### src/rtl/uart_rcvr.sv
// uart_rcvr: oversampled UART receiver with ready/acknowledge handshake and overrun/framing flags
module uart_rcvr #(
    parameter int word_size   = 8,
    parameter int sample_rate = 8
) (
    input  logic                 Clock,
    input  logic                 rst_b,
    input  logic                 Serial_in,
    input  logic                 read_done,
    output logic [word_size-1:0] RCV_datareg,
    output logic                 read_not_ready_out,
    output logic                 Error1,
    output logic                 Error2
);
    localparam int half_count = sample_rate / 2;
    localparam int SW = $clog2(sample_rate);
    localparam int BW = $clog2(word_size + 1) + 1;
    localparam logic [1:0] IDLE = 2'd0, STARTING = 2'd1, RECEIVING = 2'd2;

    logic [1:0]           state_q, state_d;
    logic [SW-1:0]        samp_q, samp_d;
    logic [BW-1:0]        bit_q, bit_d;
    logic [word_size-1:0] shift_q, shift_d, data_q, data_d;
    logic                 rdy_q, rdy_d, err1_q, err1_d, err2_q, err2_d;
    logic                 sample, done;

    always_comb begin
        sample  = state_q == RECEIVING && samp_q == SW'(sample_rate - 1);
        done    = sample && bit_q == BW'(word_size);
        state_d = state_q;
        samp_d  = samp_q;
        bit_d   = bit_q;
        shift_d = shift_q;
        data_d  = done ? shift_q : data_q;
        rdy_d   = done ? 1'b1 : (read_done ? 1'b0 : rdy_q);
        err1_d  = done ? (rdy_q && !read_done) : err1_q;
        err2_d  = done ? !Serial_in : err2_q;
        case (state_q)
            IDLE: begin
                samp_d = '0;
                bit_d  = '0;
                if (!Serial_in) begin
                    state_d = STARTING;
                    samp_d  = SW'(1);
                end
            end
            STARTING: begin
                if (Serial_in) begin
                    state_d = IDLE;
                    samp_d  = '0;
                end else if (samp_q == SW'(half_count - 1)) begin
                    state_d = RECEIVING;
                    samp_d  = '0;
                    bit_d   = '0;
                end else begin
                    samp_d = samp_q + 1'b1;
                end
            end
            RECEIVING: begin
                // bit counter past the stop bit means the frame finished on the previous edge
                if (bit_q > BW'(word_size)) begin
                    state_d = IDLE;
                    samp_d  = '0;
                    bit_d   = '0;
                end else begin
                    samp_d = sample ? '0 : samp_q + 1'b1;
                    if (sample) begin
                        bit_d = bit_q + 1'b1;
                        if (bit_q < BW'(word_size))
                            shift_d = {Serial_in, shift_q[word_size-1:1]};
                    end
                end
            end
            default: state_d = IDLE;
        endcase
    end

    always_ff @(posedge Clock) begin
        if (rst_b) begin
            state_q <= IDLE;
            samp_q  <= '0;
            bit_q   <= '0;
            shift_q <= '0;
            data_q  <= '0;
            rdy_q   <= 1'b0;
            err1_q  <= 1'b0;
            err2_q  <= 1'b0;
        end else begin
            state_q <= state_d;
            samp_q  <= samp_d;
            bit_q   <= bit_d;
            shift_q <= shift_d;
            data_q  <= data_d;
            rdy_q   <= rdy_d;
            err1_q  <= err1_d;
            err2_q  <= err2_d;
        end
    end

    assign RCV_datareg        = data_q;
    assign read_not_ready_out = rdy_q;
    assign Error1             = err1_q;
    assign Error2             = err2_q;
endmodule

### config.mk
export PLATFORM = sky130hd
export DESIGN_NAME = uart_rcvr
export DESIGN_NICKNAME = d
export VERILOG_FILES = /design/src/rtl/uart_rcvr.sv
export SDC_FILE = /design/constraint.sdc
export NUM_CORES = 1
export LEC_CHECK = 0
export ABC_AREA = 1
export CAP_MARGIN = 20
export CORE_ASPECT_RATIO = 0.75
export CORE_MARGIN = 4
export CORE_UTILIZATION = 54
export DETAILED_ROUTE_END_ITERATION = 7
export GPL_TIMING_DRIVEN = 0
export PLACE_DENSITY = 0.89
export REMOVE_ABC_BUFFERS = 1
export SLEW_MARGIN = 0
export SYNTH_ARGS = -nofsm -noshare
export SYNTH_HDL_FRONTEND = slang
export SYNTH_SLANG_ARGS = --single-unit
### constraint.sdc
create_clock -name Clock -period 1.75 [get_ports Clock]
set_input_delay 0.35 -clock Clock [delete_from_list [all_inputs] [get_ports Clock]]
set_output_delay 0.35 -clock Clock [all_outputs]
set_load 0.05 [all_outputs]
==> metrics.md <==
| Metric | Value |
|---|---|
| Status | finished clean |
| CTS tree | yes |
| Adder-cell share of the synthesized area | 0.0856 |
| Count leader, synth | nor2_1 |
| # hold bufs at CTS | 0 |
| I/O pins | 15 |
| Hold crit path type | reg2reg |
| Die area | 3300 um^2 |
| FF-to-FF path depth | 7 |
| Crit path largest cell delay | 340 ps |
| FMAX | 619 MHz |
| Fin crit period | 1620 ps |
| Main flop type after synthesis | dfxtp_1 |
| CP arrival | 1880 ps |
| Post-place instance area | 1470 um^2 |
| Share of the synthesized area in the top cell type | 0.441 |
| Total Power | 1.76 mW |
| Storage cell area | 581 um^2 |
| Layout cell share with drive strength beyond 1 | 0.0936 |
| FF-to-FF setup slack | 130 ps |
| Clk_lat worst skew | 330 ps |
| N_diodes | 0 |
| GRT overflow | 0 |
| # DRC | 0 |
| Layout area overhead | 18.9% |
| Clk pwr share | 0.223 |
| Hold Path Depth | 2 |
| Multi-input gate area | 643 um^2 |
| Largest family of logic cells by synthesized area | simple AND/OR/NAND/NOR gates |
| CP Cell Sequence | inv_1 -> ha_1 -> nand3_1 -> nor2_4 -> buf_4 -> o21ai_0 -> a21oi_1 |
| Vias in the first global route | 1126 |
| Worst setup margin | 133 ps |
| DP HPWL | 2030 um |
| Vias per Instance | 5.13 |
| Sink Count | 29 |
| H-tree depth | 2 |
| DR WL/cell | 12.0 um |
| Crit path buf inv count | 2 |
| Top cells by area, synth | dfxtp_1 44%, nor2_1 10%, ha_1 8.6% |
| Fin crit share | 0.924 |
| Detailed Route WL | 2840 um |
| Asr flop ratio synth | 0 |
| Required @ worst endpoint | 2020 ps |
| Final ANT Viol Nets | 0 |
| Hold path startpoint | bit_q[4] |
| Initial antenna violation count | 0 |
| Initial Utilization | 0.570 |
| Synth Area in XOR/XNOR | 0 |
| CTS Buffer Depth | 2 |
| Port buffer count | 14 |
| First DRT Iteration DRCs | 108 |
| Seq cells post-synth | 29 |
| Die Span X | 65.0 um |
| Mapped Area | 1320 um^2 |
| Design Area, Final | 1560 um^2 |
| Die Y | 50.7 um |
| Leak | 0.783 nW |
| First-pass DRT Iterations | 4 |
| Synth top cells by count | 36 x nor2_1, 29 x dfxtp_1, 28 x nand2_1 |
| Vias | 1215 |
| Netlist cell types | 17 |
| Root buffer cell | clkbuf_4 |
| Largest net degree at the start of global routing | 25 |
| Slowest library cell on the worst path | dfxtp_1 |
| Clock transition at path regs | 90 ps |
| Register area share after synthesis | 0.441 |
| Reg2reg start | state_q[0] |
| Worst-Margin Slew | 568 ps |
| VDD IR max | 0.000513 V |
| EDFF count, synth | 0 |
| Max_cap viols | 0 |
| Logic pwr share | 0.336 |
| Reg2reg end | RCV_datareg[7] |
| Core region area | 2310 um^2 |
| Power Dens Cells | 1120 nW/um^2 |
| Final Wtd Congestion | 0.898 |
| Kind of critical path | reg2reg |
| First-pass GRT wire length | 4860 um |
| Compound-Gate Fraction of Synth Area | 0.138 |
| FILL cells | 200 |
| Post-place setup slack | -191 ps |
| Cts bufs inserted | 5 |
| Sequential power share | 0.442 |
| CP startpoint kind | flop |
| Rel. slew slack | 0.621 |
| Final setup violation count | 0 |
| Skew final | 5.24 ps |
| Critical Path Stages | 7 |
| Max-slew violations | 0 |
| Avg Cell Area, Syn | 7.31 um^2 |
| Cell family with most CP delay | simple AND/OR/NAND/NOR gates |
| Area fraction in and, or, nand and nor cells after synthesis | 0.254 |
| Gate Count Post-Synth | 180 |
| Cell Int Power | 1.08 mW |
| CP Max Fanout | 9 |
| Num rows | 15 |
| Final nets | 215 |
| Switching power | 0.673 mW |
| Hold Fails Final Rpt | 0 |
| CP endpoint kind | flop |
| Synth warnings | 0 |
| Switching share of power | 0.383 |
| Yosys top cell by area | dfxtp_1 |
| GRT Total Usage | 0.196 |
| Mux share of post-synthesis cell area | 0 |
| Hold EP | bit_q[4] |
-- worst max-delay path by stage --
stage	from	slack, ps	to
final	state_q[0]	130	RCV_datareg[7]
after global routing	state_q[0]	-20	Error1
after CTS	state_q[0]	20	RCV_datareg[6]
after detailed placement	state_q[0]	-190	shift_q[1]
after global placement	state_q[0]	-120	shift_q[1]
after floorplan	state_q[0]	200	shift_q[1]
-- power by group through the flow --
| stage | Clock, mW | Sequential (mW) | Combinational (mW) |
|---|---|---|---|
| floorplan | 0 | 0.775 | 0.456 |
| global placement | 0 | 0.783 | 0.530 |
| detailed placement | 0 | 0.789 | 0.571 |
| CTS | 0.402 | 0.774 | 0.585 |
| global route | 0.442 | 0.783 | 0.683 |
| finish | 0.391 | 0.776 | 0.589 |
-- flip-flops by register name, indices dropped and copies added (netlist names) --
register            flops
Error2                  1
RCV_datareg             8
bit_q                   5
shift_q                 8
read_not_ready_out      1
Error1                  1
state_q                 2
samp_q                  3
-- layout by cell type, fill, tap and decap left out, drive strengths merged --
cell type      count
nand3             11
clkbuf             6
inv               22
a21boi             1
nand2             31
clkinv             2
buf                5
dfxtp             29
nand3b             1
nor2              37
or2                1
clkdlybuf4s50      3
a21oi             15
o21ai             19
ha                 9
dlygate4sd2       11
-- repair_timing --
action	in CTS	in global routing
endpoints found under the setup margin	24	15
setup buffers	0	5
pin swaps	0	2
resized for setup	14	1
-- kinds of logic (layout without fill, tap and decap cells) --
| group | Yosys count | after routing |
|---|---|---|
| compound gates | 35 | 35 |
| fa+ha+maj | 9 | 9 |
| buf+inv | 26 | 49 |
| flops | 29 | 29 |
| simple gates | 81 | 81 |
-- layout make-up --
cell class,count,share of cell area
sequential,29,0.371
inverter,22,0.0528
clock inverter,2,0.00640
clock buffer,6,0.0264
tap,34,0.0272
timing repair buffer,19,0.105
multi-input combinational,125,0.411
-- through the flow --
stage,setup TNS (ps),util,std cells,hold WS (ps)
2_1_floorplan,0,-,176,419
5_1_grt,-21.2,0.678,237,491
4_1_cts,0,0.660,232,461
6_report,0,0.678,237,462
3_3_place_gp,-619,0.638,224,439
3_5_place_dp,-1510,0.638,224,448
-- layer usage --
metal	global-route usage	up-vias	share of wire
li1	-	618	-
met1	0.238	555	0.45
met2	0.316	39	0.49
met3	0.0671	3	0.050
met4	0.0842	0	0.011
met5	0	-	0
-- worst reg2reg max path, cell delays in order (launching register included) --
cell and delay, ps:
dfxtp_1 340, inv_1 110, ha_1 250, nand3_1 220
nor2_4 200, buf_4 190, o21ai_0 90, a21oi_1 150
Power figures use the tool's default switching activity.
